`config.mk`:
```
export PLATFORM = sky130hd
export DESIGN_NAME = fifo_stream_reader
export DESIGN_NICKNAME = d
export VERILOG_FILES = /design/src/rtl/fifo_pkg.sv /design/src/rtl/fifo_skid_buf.sv /design/src/rtl/fifo_stream_reader.sv
export SDC_FILE = /design/constraint.sdc
export NUM_CORES = 1
export LEC_CHECK = 0
export ABC_AREA = 1
export BUFFER_PORTS_ARGS = -buffer_cell sky130_fd_sc_hd__buf_2
export CORE_AREA = 2 2 198 200
export CTS_CLUSTER_DIAMETER = 50
export DETAILED_ROUTE_END_ITERATION = 10
export DIE_AREA = 0 0 200 202
export GPL_TIMING_DRIVEN = 0
export PLACE_DENSITY = 0.65
export SETUP_SLACK_MARGIN = 0.4
export SYNTH_ARGS = -nofsm -noshare
export SYNTH_HDL_FRONTEND = slang
export SYNTH_HIERARCHICAL = 1
export SYNTH_SLANG_ARGS = --single-unit
```
`constraint.sdc`:
```
create_clock -name clk -period 21.9 [get_ports clk]
set_input_delay 4.38 -clock clk [delete_from_list [all_inputs] [get_ports clk]]
set_output_delay 4.38 -clock clk [all_outputs]
set_load 0.005 [all_outputs]
```
`src/rtl/fifo_pkg.sv`:
```
// Shared constants and types for the synchronous FIFO and its stream-side helpers.
package fifo_pkg;

  // Default geometry of the team FIFO.
  localparam int FIFO_WIDTH   = 128;
  localparam int FIFO_DEPTH   = 16;
  localparam int FIFO_ADDRESS = 4;

  // Default read-master tuning.
  localparam int RD_BURST_LEN = 4;
  localparam int RD_TIMEOUT   = 16;

  typedef enum logic [0:0] {
    RD_IDLE  = 1'b0,
    RD_BURST = 1'b1
  } rd_state_t;

  // A new pop may issue when the skid buffer, after this cycle's transfer,
  // plus the word already in flight from the FIFO leaves room for one more.
  function automatic logic rd_has_credit(input logic [1:0] occ,
                                         input logic       xfer,
                                         input logic       in_flight);
    logic [1:0] eff;
    eff = occ - {1'b0, xfer} + {1'b0, in_flight};
    return (eff < 2'd2);
  endfunction

endpackage

```
`src/rtl/fifo_skid_buf.sv`:
```
// Two-entry valid/ready skid buffer: slot 0 is the head, slot 1 the tail.
// A write arriving while the head leaves keeps occupancy and order intact.
module fifo_skid_buf #(
  parameter int WIDTH = 128
) (
  input  logic             clk,
  input  logic             rst,
  input  logic             wr_en,
  input  logic [WIDTH-1:0] wr_data,
  input  logic             rd_en,
  output logic [WIDTH-1:0] head_data,
  output logic             head_valid,
  output logic [1:0]       occ
);

  logic [WIDTH-1:0] slot_q [2];
  logic [WIDTH-1:0] slot_d [2];
  logic [1:0]       occ_q;
  logic [1:0]       occ_d;
  logic             pop;
  logic             push;

  // The head only leaves when present; a write into a full buffer with no
  // departure is dropped (the reader's credit check never lets that happen).
  assign pop  = rd_en && (occ_q != 2'd0);
  assign push = wr_en && ((occ_q != 2'd2) || pop);

  // Next slot contents and occupancy from the push/pop combination.
  always_comb begin
    slot_d[0] = slot_q[0];
    slot_d[1] = slot_q[1];
    occ_d     = occ_q;
    case ({push, pop})
      2'b10: begin
        if (occ_q == 2'd0) slot_d[0] = wr_data;
        else               slot_d[1] = wr_data;
        occ_d = occ_q + 2'd1;
      end
      2'b01: begin
        slot_d[0] = slot_q[1];
        occ_d     = occ_q - 2'd1;
      end
      2'b11: begin
        if (occ_q == 2'd1) begin
          slot_d[0] = wr_data;
        end else begin
          slot_d[0] = slot_q[1];
          slot_d[1] = wr_data;
        end
      end
      default: ;
    endcase
  end

  generate
    for (genvar gi = 0; gi < 2; gi++) begin : g_slot
      // Slot storage register.
      always_ff @(posedge clk or posedge rst) begin
        if (rst) slot_q[gi] <= '0;
        else     slot_q[gi] <= slot_d[gi];
      end
    end
  endgenerate

  // Occupancy register.
  always_ff @(posedge clk or posedge rst) begin
    if (rst) occ_q <= 2'd0;
    else     occ_q <= occ_d;
  end

  assign head_valid = (occ_q != 2'd0);
  assign head_data  = head_valid ? slot_q[0] : '0;
  assign occ        = occ_q;

endmodule

```
`src/rtl/fifo_stream_reader.sv`:
```
// Read-side master for the synchronous FIFO: pops in bursts, absorbs the
// FIFO's one-cycle read latency in a skid buffer, and streams valid/ready.
module fifo_stream_reader
  import fifo_pkg::*;
#(
  parameter int WIDTH     = FIFO_WIDTH,
  parameter int BURST_LEN = RD_BURST_LEN,
  parameter int TIMEOUT   = RD_TIMEOUT,
  parameter int CNT_W     = 16
) (
  input  logic             clk,
  input  logic             rstn,
  output logic             o_rden,
  input  logic             i_empty,
  input  logic             i_alm_empty,
  input  logic [WIDTH-1:0] i_rddata,
  output logic [WIDTH-1:0] o_tdata,
  output logic             o_tvalid,
  input  logic             i_tready,
  output logic             o_busy,
  output logic [CNT_W-1:0] o_pop_cnt
);

  localparam int              TO_W       = $clog2(TIMEOUT + 1);
  localparam logic [TO_W-1:0] TO_LAST    = TO_W'(TIMEOUT - 1);
  localparam logic [3:0]      BURST_LAST = 4'(BURST_LEN);

  rd_state_t        state_q, state_d;
  logic             infl_q, infl_d;
  logic [3:0]       burst_cnt_q, burst_cnt_d;
  logic [TO_W-1:0]  to_cnt_q, to_cnt_d;
  logic [CNT_W-1:0] pop_cnt_q, pop_cnt_d;

  logic [1:0]       buf_occ;
  logic             xfer;
  logic             credit;
  logic             pop;

  // The word popped last cycle lands in the buffer this cycle; a word whose
  // pop predates a reset is ignored because reset clears the in-flight flag.
  fifo_skid_buf #(.WIDTH(WIDTH)) u_skid (
    .clk        (clk),
    .rst        (rstn),
    .wr_en      (infl_q),
    .wr_data    (i_rddata),
    .rd_en      (i_tready),
    .head_data  (o_tdata),
    .head_valid (o_tvalid),
    .occ        (buf_occ)
  );

  assign xfer   = o_tvalid && i_tready;
  assign credit = rd_has_credit(buf_occ, xfer, infl_q);
  assign pop    = (state_q == RD_BURST) && !i_empty && credit;
  assign o_rden = pop;

  // Burst FSM with idle timeout and per-burst pop counting.
  always_comb begin
    state_d     = state_q;
    burst_cnt_d = burst_cnt_q;
    to_cnt_d    = to_cnt_q;
    case (state_q)
      RD_IDLE: begin
        to_cnt_d = i_empty ? '0 : to_cnt_q + 1'b1;
        if (!i_alm_empty || (!i_empty && (to_cnt_q == TO_LAST))) begin
          state_d     = RD_BURST;
          burst_cnt_d = 4'd0;
          to_cnt_d    = '0;
        end
      end
      RD_BURST: begin
        to_cnt_d = '0;
        if (pop) burst_cnt_d = burst_cnt_q + 4'd1;
        if (i_empty || (pop && ((burst_cnt_q + 4'd1) == BURST_LAST)))
          state_d = RD_IDLE;
      end
      default: state_d = RD_IDLE;
    endcase
  end

  // In-flight flag and wrapping pop counter.
  always_comb begin
    infl_d    = pop;
    pop_cnt_d = pop_cnt_q + CNT_W'(pop);
  end

  // State and counter registers.
  always_ff @(posedge clk or posedge rstn) begin
    if (rstn) begin
      state_q     <= RD_IDLE;
      infl_q      <= 1'b0;
      burst_cnt_q <= 4'd0;
      to_cnt_q    <= '0;
      pop_cnt_q   <= '0;
    end else begin
      state_q     <= state_d;
      infl_q      <= infl_d;
      burst_cnt_q <= burst_cnt_d;
      to_cnt_q    <= to_cnt_d;
      pop_cnt_q   <= pop_cnt_d;
    end
  end

  assign o_busy    = (state_q != RD_IDLE) || infl_q || (buf_occ != 2'd0);
  assign o_pop_cnt = pop_cnt_q;

endmodule
```
==> results of run 1 <==
[path summary, 6_finish.rpt]
kind                       cells after the start            endpoint
setup / recovery                              10              o_rden
hold / removal                                 1         to_cnt_q[0]
setup reg to reg                              19       o_pop_cnt[12]
hold reg to reg                                1         to_cnt_q[0]
max in group asynchronous                      4   u_skid/slot_q[31]
min in group asynchronous                      2  u_skid/slot_q[246]
[through the flow]
stage	total power, W	util, %	hold slack, ns
floorplan	0.00181	-	0.433
global placement	0.00227	49.7	0.444
detailed placement	0.00231	49.9	0.460
CTS	0.00299	53.5	0.468
global route	0.00325	53.5	0.488
finish	0.00298	53.5	0.463
[kinds of logic after synthesis]
| family | share of synthesized area [%] |
|---|---|
| adder cells (fa/ha/maj) | 0.662 |
| XOR/XNOR | 0.618 |
| AO/OA/AOI/OAI | 0.0883 |
| buffers and inverters | 8.58 |
| AND/OR/NAND/NOR | 48.1 |
| flip-flops | 42.0 |
[area by class of cell]
cell class,instances,share of cell area [%]
inverter,162,3.01
clock inverter,17,1.04
tap,518,3.16
multi-input combinational,2049,41.0
clock buffer,53,5.62
antenna,5,0.0611
buffer,182,4.16
timing repair buffer,281,7.09
sequential,285,34.8
[registers in the layout, indices dropped and copies added, names as in the netlist]
register / flops
o_pop_cnt: 16
to_cnt_q: 5
u_skid/slot_q: 256
infl_q: 1
burst_cnt_q: 4
state_q: 1
u_skid/occ: 2
[Yosys cell counts]
cell / count / share of area (%)
inv_1: 160 / 3.5
ha_1: 9 / 0.66
nand3_2: 2 / 0.12
nand4_1: 136 / 5.0
o21ai_1: 1 / 0.029
buf_1: 6 / 0.13
nor2_1: 529 / 12
nand2_2: 5 / 0.18
buf_2: 128 / 3.8
nor3_1: 2 / 0.059
o21ai_0: 2 / 0.059
nor3b_1: 1 / 0.044
xnor2_1: 4 / 0.21
nor2_2: 2 / 0.074
buf_4: 2 / 0.088
nand3b_1: 1 / 0.044
nand3_1: 149 / 4.4
nand2_1: 1197 / 26
inv_2: 2 / 0.044
clkbuf_1: 46 / 1.0
dfrtp_1: 285 / 42
nor2_4: 1 / 0.066
xor2_1: 8 / 0.41
[power groups by stage]
stage | Sequential (W) | Combinational (W) | Clock, W
after global routing | 0.000957 | 0.00159 | 0.000704
after floorplan | 0.000891 | 0.000922 | 0
final | 0.000924 | 0.00139 | 0.000668
after detailed placement | 0.000929 | 0.00138 | 0
after global placement | 0.000919 | 0.00135 | 0
after CTS | 0.000922 | 0.00139 | 0.000684
[critical path: cells and delay by family]
kind                       cells  cell delay (ns)
and+or+nand+nor                5             0.56
buffers and inverters          4             0.47
adders and majority gates      1             0.28
[routing by layer]
metal  wire length (um)  up-vias  part of all wire [%]
met5                121        -                  0.22
met4               2060       18                   3.8
met3               4330      130                   7.9
met2              24800      605                    45
met1              23200     8350                    43
li1                   -     8863                     -
==> qor.csv, run 1 <==
metric;value;unit
met2 Track Usage GR;42.8;%
sequential fraction of the synthesis area;42.0;%
CTS resizes;0;
core area;38300;um^2
Static Leak;11.9;nW
most frequent cells in the layout;nand2_1, nor2_1, buf_2, dfrtp_1, inv_1;
relative slew slack;30.1;%
First-pass DRT Iterations;5;
postcts setup bufs;0;
Port Buffers;279;
Clk pwr share;22.4;%
H-tree depth;2;
Initial Utilization;44.4;%
Pint;0.00168;W
CTS Buffer Depth;3;
Nets;3143;
Post-Synthesis Cells;2678;
commonest non-fill, non-tap cell in the layout;nand2_1;
Die H;202;um
Clock Skew;0.00905;ns
CP Launch Type;primary input;
pin count of the biggest net entering global routing;124;
Max Fclk;99.3;MHz
Hold Fails Final Rpt;0;
R2R Path Start;u_skid/occ[1];
Setup WS pre-CTS;11.84;ns
clk root buf;clkbuf_16;
Crit path largest cell delay;0.28;ns
1st-iter DRT viols;1284;
clock slew at reported path FFs;0.05;ns
Pwr Density;145;nW/um^2
GRT Util Overall;27.3;%
initial antenna violation count;15;
met1 Resource Use GR;36.6;%
Slew @ Worst Pin;1.05;ns
Post-DRT Antenna Nets;0;
crit path cell chain;buf_2 -> nand2_1 -> inv_1 -> ha_1 -> nor2_1 -> nand3_1 -> nand2_1 -> nand2_1 -> inv_1 -> buf_2;
worst hold path type;reg2reg;
DP Area;19100;um^2
maxcap violations;0;
Placed Instances;3477;
final worst slack;11.83;ns
Storage cell area;7130;um^2
max-slew violations;0;
Clock Latency Late Sink;0.55;ns
Num CTS Buffers;40;
Comb power frac;46.5;%
CTS tree;done;
hold_sp;to_cnt_q[0];
half-perimeter wire length after placement;38700;um
GRT overflow;0;
CP dominant cell by count;nand2_1;
Mapped Nets;2820;
crit-path max FO;6;
GRT Max-Usage Layer;met2;
post-layout minimum cycle time;10.07;ns
Die Wd;200;um
DR vias/cell;5.06;
Synth Area per Inst;6.35;um^2
Area Growth Syn to Fin;20.5;%
crit end category;output pin;
final instance area;20500;um^2
first-pass GRT wire length;87500;um
clk sink count;285;
Net Switching;0.00130;W
flop-to-flop setup slack;18.35;ns
die area;40400;um^2
drt wl/cell;15.4;um
gp weighted congestion;0.869;
M3 GR Usage;5.71;%
Yosys reg bits;285;
FP Rows;72;
Worst Path Required;17.52;ns
RSZ-0062 raised after global routing;no;
cell at the slowest stage of the critical path;ha_1;
Final period util;46.0;%
status;finished, final reports clean;
Critical Path AT;5.69;ns
io pins;280;
Distinct cells, synth;23;
Critical path origin;i_tready;
area of the mapped netlist;17000;um^2
area of the multi-input gates;8410;um^2
switching portion of total power;43.6;%
Fillers;3909;
DRC;0;
DR vias;18000;
# hold bufs at CTS;0;
Crit Path Class;in2out;
fin cells;3552;
number of global-route vias before repair;16800;
final setup fails;0;
setup TNS;0;ns
Routed WL;54500;um
Flop pwr share;31.0;%
Worst VDD drop;0.0000755;V
layout cells sized above 1;16.2;%
Syn. warnings;6;
Note: power is estimated with default switching activity, not from simulation.
==> run 2: changes to the inputs <==
- PLACE_DENSITY: 0.65 -> 0.68
- clock period: 21.9 -> 8.2 ns (I/O delays scaled with it)
==> qor.csv, run 2 (synthesized netlist as in run 1, its figures left out) <==
metric;value;unit;change
status;finished, final reports clean;;
postcts setup bufs;0;;unchanged
Die Wd;200;um;unchanged
First-pass DRT Iterations;5;;unchanged
final instance area;20500;um^2;-0.13%
Flop pwr share;31.3;%;+0.3 points
Die H;202;um;unchanged
relative slew slack;27.8;%;-2.3 points
CP Launch Type;flip-flop;;
initial antenna violation count;12;;-3
Port Buffers;279;;unchanged
crit-path max FO;11;;+5
Net Switching;0.00347;W;+170%
number of global-route vias before repair;17100;;+1.9%
final setup fails;0;;unchanged
Clock Skew;0.0104;ns;+0.00130 ns
Worst VDD drop;0.000217;V;+190%
DR vias;18000;;+0.21%
CTS Buffer Depth;3;;unchanged
DP Area;19200;um^2;+0.32%
# hold bufs at CTS;0;;unchanged
post-layout minimum cycle time;4.82;ns;
Pint;0.00441;W;+160%
Worst Path Required;6.56;ns;-10.96 ns
Post-DRT Antenna Nets;0;;unchanged
clk root buf;clkbuf_16;;
Routed WL;55400;um;+1.6%
clock slew at reported path FFs;0.06;ns;about the same
max-slew violations;0;;unchanged
overall power;0.00788;W;+160%
H-tree depth;2;;unchanged
clk sink count;285;;unchanged
drt wl/cell;15.6;um;+1.4%
Finished Core Util;53.4;%;-0.069 points
switching portion of total power;44.1;%;+0.43 points
Hold Fails Final Rpt;0;;unchanged
most flop-heavy register;u_skid/slot_q;;
Initial Utilization;44.4;%;unchanged
Clk pwr share;21.2;%;-1.2 points
FP Rows;72;;unchanged
Clock Latency Late Sink;0.54;ns;about the same
pin count of the biggest net entering global routing;44;;-65%
Crit Path Class;reg2out;;
max reg flops;256;;unchanged
crit end category;output pin;;
Max Fclk;208;MHz;
Final period util;58.8;%;
gp weighted congestion;0.875;;+0.62%
DR vias/cell;5.06;;about the same
DRC;0;;unchanged
Pwr Density;385;nW/um^2;+160%
Critical Path AT;3.18;ns;-2.51 ns
half-perimeter wire length after placement;39200;um;+1.4%
Fillers;3839;;-1.8%
1st-iter DRT viols;1453;;+13%
io pins;280;;unchanged
worst hold path type;reg2reg;;
Slew @ Worst Pin;1.08;ns;+0.0356 ns
Static Leak;11.9;nW;-0.18%
setup TNS;0;ns;unchanged
first-pass GRT wire length;88600;um;+1.2%
CTS resizes;0;;unchanged
GRT overflow;0;;unchanged
core area;38300;um^2;unchanged
commonest non-fill, non-tap cell in the layout;nand2_1;;
die area;40400;um^2;unchanged
RSZ-0062 raised after global routing;no;;
most frequent cells in the layout;nand2_1, nor2_1, buf_2, dfrtp_1, inv_1;;
Comb power frac;47.4;%;+0.9 points
GRT Util Overall;27.6;%;+0.32 points
CTS tree;done;;
Area Growth Syn to Fin;20.4;%;
layout cells sized above 1;16.0;%;-0.19 points
maxcap violations;0;;unchanged
Nets;3146;;+0.095%
Num CTS Buffers;39;;-2.5%
[run 2: changes by cell type in the layout (fill, tap and decap cells not counted), sizes merged]
cell	delta
diode	+7
inv	-2
bufinv	-2
clkbuf	+4
buf	+4
clkinvlp	-2
clkinv	-3
[run 2: worst max-delay path, stage by stage (launching register included)]
cell      delay (ns)
dfrtp_1         0.43
inv_1           0.09
ha_1            0.24
inv_2           0.12
clkbuf_1        0.50
nand2_1         0.13
inv_1           0.08
ha_1            0.23
nor2_1          0.11
nand3_1         0.07
nand2_1         0.17
nand2_1         0.16
inv_1           0.16
buf_2           0.13
[run 2: power by group through the flow]
stage	sequential (W)	clock (W)	combinational [W]
after detailed placement	0.00248	0	0.00372
after global placement	0.00245	0	0.00361
after CTS	0.00246	0.00171	0.00374
after global routing	0.00255	0.00177	0.00428
after floorplan	0.00238	0	0.00246
final	0.00247	0.00167	0.00374
[run 2: cell type report]
class	instances	area (um^2)	share of cell area, %
Tap cell	518	648	3.17
Timing Repair Buffer	285	1520	7.41
Buffer	182	852	4.16
Clock buffer	57	1160	5.65
Multi-Input combinational cell	2049	8410	41.1
Clock inverter	8	104	0.508
Antenna cell	12	30.0	0.147
Sequential cell	285	7130	34.9
Inverter	162	612	2.99
[run 2: per-stage QoR]
stage,hold WS (ns),instances,setup WS (ns)
finish,0.470,3558,3.38
global route,0.503,3552,3.09
CTS,0.472,3546,3.34
detailed placement,0.464,3481,3.57
global placement,0.445,3475,1.34
floorplan,0.433,2678,3.16
[run 2: final timing paths]
check,from,to,slack [ns],cells past startpoint
max,u_skid/occ[1],o_rden,3.38,13
min,to_cnt_q[0],to_cnt_q[0],0.47,1
max reg2reg,u_skid/occ[1],o_pop_cnt[12],4.62,19
min reg2reg,to_cnt_q[0],to_cnt_q[0],0.47,1
max in group asynchronous,rstn,u_skid/slot_q[135],5.75,5
min in group asynchronous,rstn,u_skid/slot_q[197],1.25,2
[run 2: layer usage]
layer  GRT usage, %  vias up  part of all wire (%)  wire (um)
met2           44.3      613                    46      25600
met3           5.37      123                   7.8       4300
met4           11.6        6                   3.6       1980
met1           36.4     8374                    42      23500
li1               -     8887                     -          -
met5              0        -                 0.078         43
==> run 3: changes to the inputs <==
- PLACE_DENSITY: 0.68 -> 0.65
- clock period: 8.2 -> 4.56 ns (I/O delays scaled with it)
==> qor.csv, run 3 (synthesized netlist as in run 1, its figures left out) <==
metric;value;unit;change
Setup WS pre-CTS;1.00;ns;-2.57 ns
overall power;0.0143;W;+82%
Clock Skew;0.0256;ns;+0.0152 ns
FP Rows;72;;unchanged
Clock Latency Late Sink;0.55;ns;about the same
pin count of the biggest net entering global routing;43;;-2.3%
Crit Path Class;reg2out;;
Flop pwr share;31.0;%;-0.3 points
final instance area;20600;um^2;+0.47%
Pwr Density;697;nW/um^2;+81%
Pint;0.00807;W;+83%
Static Leak;11.9;nW;+0.48%
CTS tree;done;;
1st-iter DRT viols;1373;;-5.5%
die area;40400;um^2;unchanged
Crit path largest cell delay;0.44;ns;-0.06 ns
H-tree depth;2;;unchanged
relative slew slack;26.9;%;-0.98 points
Buf/Inv on CP;6;;unchanged
crit path cell chain;inv_1 -> ha_1 -> inv_2 -> buf_2 -> nand2_1 -> inv_1 -> ha_1 -> nor2_1 -> nand3_1 -> nand2_1 -> nand2_1 -> inv_1 -> buf_2;;
drt wl/cell;15.6;um;about the same
cell at the slowest stage of the critical path;dfrtp_1;;
Area Growth Syn to Fin;20.9;%;
Max Fclk;259;MHz;
Comb power frac;46.8;%;-0.6 points
Routed WL;55400;um;about the same
Net Switching;0.00626;W;+80%
Nets;3146;;unchanged
most flop-heavy register;u_skid/slot_q;;
GRT Util Overall;27.8;%;+0.20 points
io pins;280;;unchanged
final worst slack;0.694;ns;-2.69 ns
Worst VDD drop;0.000348;V;+60%
CTS Buffer Depth;3;;unchanged
max reg flops;256;;unchanged
DR vias;18000;;-0.28%
commonest non-fill, non-tap cell in the layout;nand2_1;;
core area;38300;um^2;unchanged
switching portion of total power;43.7;%;-0.39 points
DRC;0;;unchanged
clk root buf;clkbuf_16;;
Port Buffers;279;;unchanged
Post-DRT Antenna Nets;0;;unchanged
postcts setup bufs;0;;unchanged
Hold Fails Final Rpt;0;;unchanged
DR vias/cell;5.04;;-0.33%
maxcap violations;0;;unchanged
# hold bufs at CTS;0;;unchanged
crit-path max FO;11;;unchanged
First-pass DRT Iterations;8;;+3
initial antenna violation count;17;;+5
number of global-route vias before repair;17000;;-0.60%
Slew @ Worst Pin;1.10;ns;+0.0146 ns
Die H;202;um;unchanged
CP top delay family;buffers and inverters;;
clk sink count;285;;unchanged
Die Wd;200;um;unchanged
crit end category;output pin;;
half-perimeter wire length after placement;39200;um;about the same
Num CTS Buffers;38;;-2.6%
worst hold path type;in2async;;
GRT overflow;0;;unchanged
Finished Core Util;53.7;%;+0.25 points
Critical Path AT;2.95;ns;-0.23 ns
status;finished, final reports clean;;
first-pass GRT wire length;88900;um;+0.43%
CP Launch Type;flip-flop;;
clock slew at reported path FFs;0.06;ns;about the same
DP Area;19200;um^2;+0.10%
final setup fails;0;;unchanged
setup TNS;0;ns;unchanged
post-layout minimum cycle time;3.87;ns;
Initial Utilization;44.4;%;unchanged
max-slew violations;0;;unchanged
Final period util;84.8;%;
CTS resizes;1;;+1
Clk pwr share;22.2;%;+1.0 points
Fillers;3871;;+0.83%
RSZ-0062 raised after global routing;no;;
Worst Path Required;3.65;ns;-2.91 ns
most frequent cells in the layout;nand2_1, nor2_1, buf_2, dfrtp_1, inv_1;;
layout cells sized above 1;16.3;%;+0.28 points
gp weighted congestion;0.876;;+0.17%
run 3: cell count changes in the layout (fill, tap and decap cells not counted), moves of 2 or more:
cell / before / now
bufinv_16: 2 / 5
clkbuf_16: 41 / 39
clkinv_2: 2 / 5
clkbuf_8: 7 / 10
clkbuf_1: 54 / 48
run 3: worst register-to-register path, delay by kind of cell (launching register included):
kind                       cells  cell delay [ns]
DFF                            1             0.44
buffers and inverters          5             0.72
and+or+nand+nor                9             1.10
AOI/OAI and AO/OA              1             0.15
adders and majority gates      4             0.88
run 3: path summary, 6_finish.rpt:
check / startpoint / to / slack, ns / cells after the start
min reg2reg: to_cnt_q[0] / to_cnt_q[0] / 0.46 / 1
max reg2reg: u_skid/occ[1] / o_pop_cnt[12] / 1.18 / 19
max: u_skid/occ[1] / o_rden / 0.69 / 13
min in group clk: to_cnt_q[0] / to_cnt_q[0] / 0.46 / 1
min: rstn / u_skid/slot_q[120] / 0.31 / 2
max in group asynchronous: rstn / u_skid/slot_q[161] / 3.20 / 5
run 3: power groups by stage:
stage,clock [W],sequential [W],combinational [W]
finish,0.00318,0.00444,0.00671
global route,0.00335,0.00459,0.00771
CTS,0.00325,0.00442,0.00671
detailed placement,0,0.00446,0.00667
global placement,0,0.00441,0.00650
floorplan,0,0.00428,0.00443
run 3: routing by layer:
metal | GRT usage, % | vias to the layer above | share of wire [%]
met5 | 0 | - | 0.15
met3 | 6.67 | 99 | 8.1
met4 | 9.89 | 14 | 2.8
met1 | 35.6 | 8375 | 42
li1 | - | 8885 | -
met2 | 45.8 | 580 | 47
run 3: through the flow:
step,instances,hold WS [ns]
2_1_floorplan,2678,0.433
4_1_cts,3549,0.279
5_1_grt,3555,0.309
6_report,3560,0.307
3_5_place_dp,3482,0.461
3_3_place_gp,3475,0.445
run 3: cell type report:
type	count	area [um^2]	area share (%)
clock inverters	14	209	1.02
flip-flops and latches	285	7130	34.7
well taps	518	648	3.15
clock buffers	53	1130	5.49
diodes	11	27.5	0.134
plain buffers	182	853	4.15
inverters	162	612	2.98
repair buffers	286	1540	7.48
multi-input cells	2049	8410	40.9
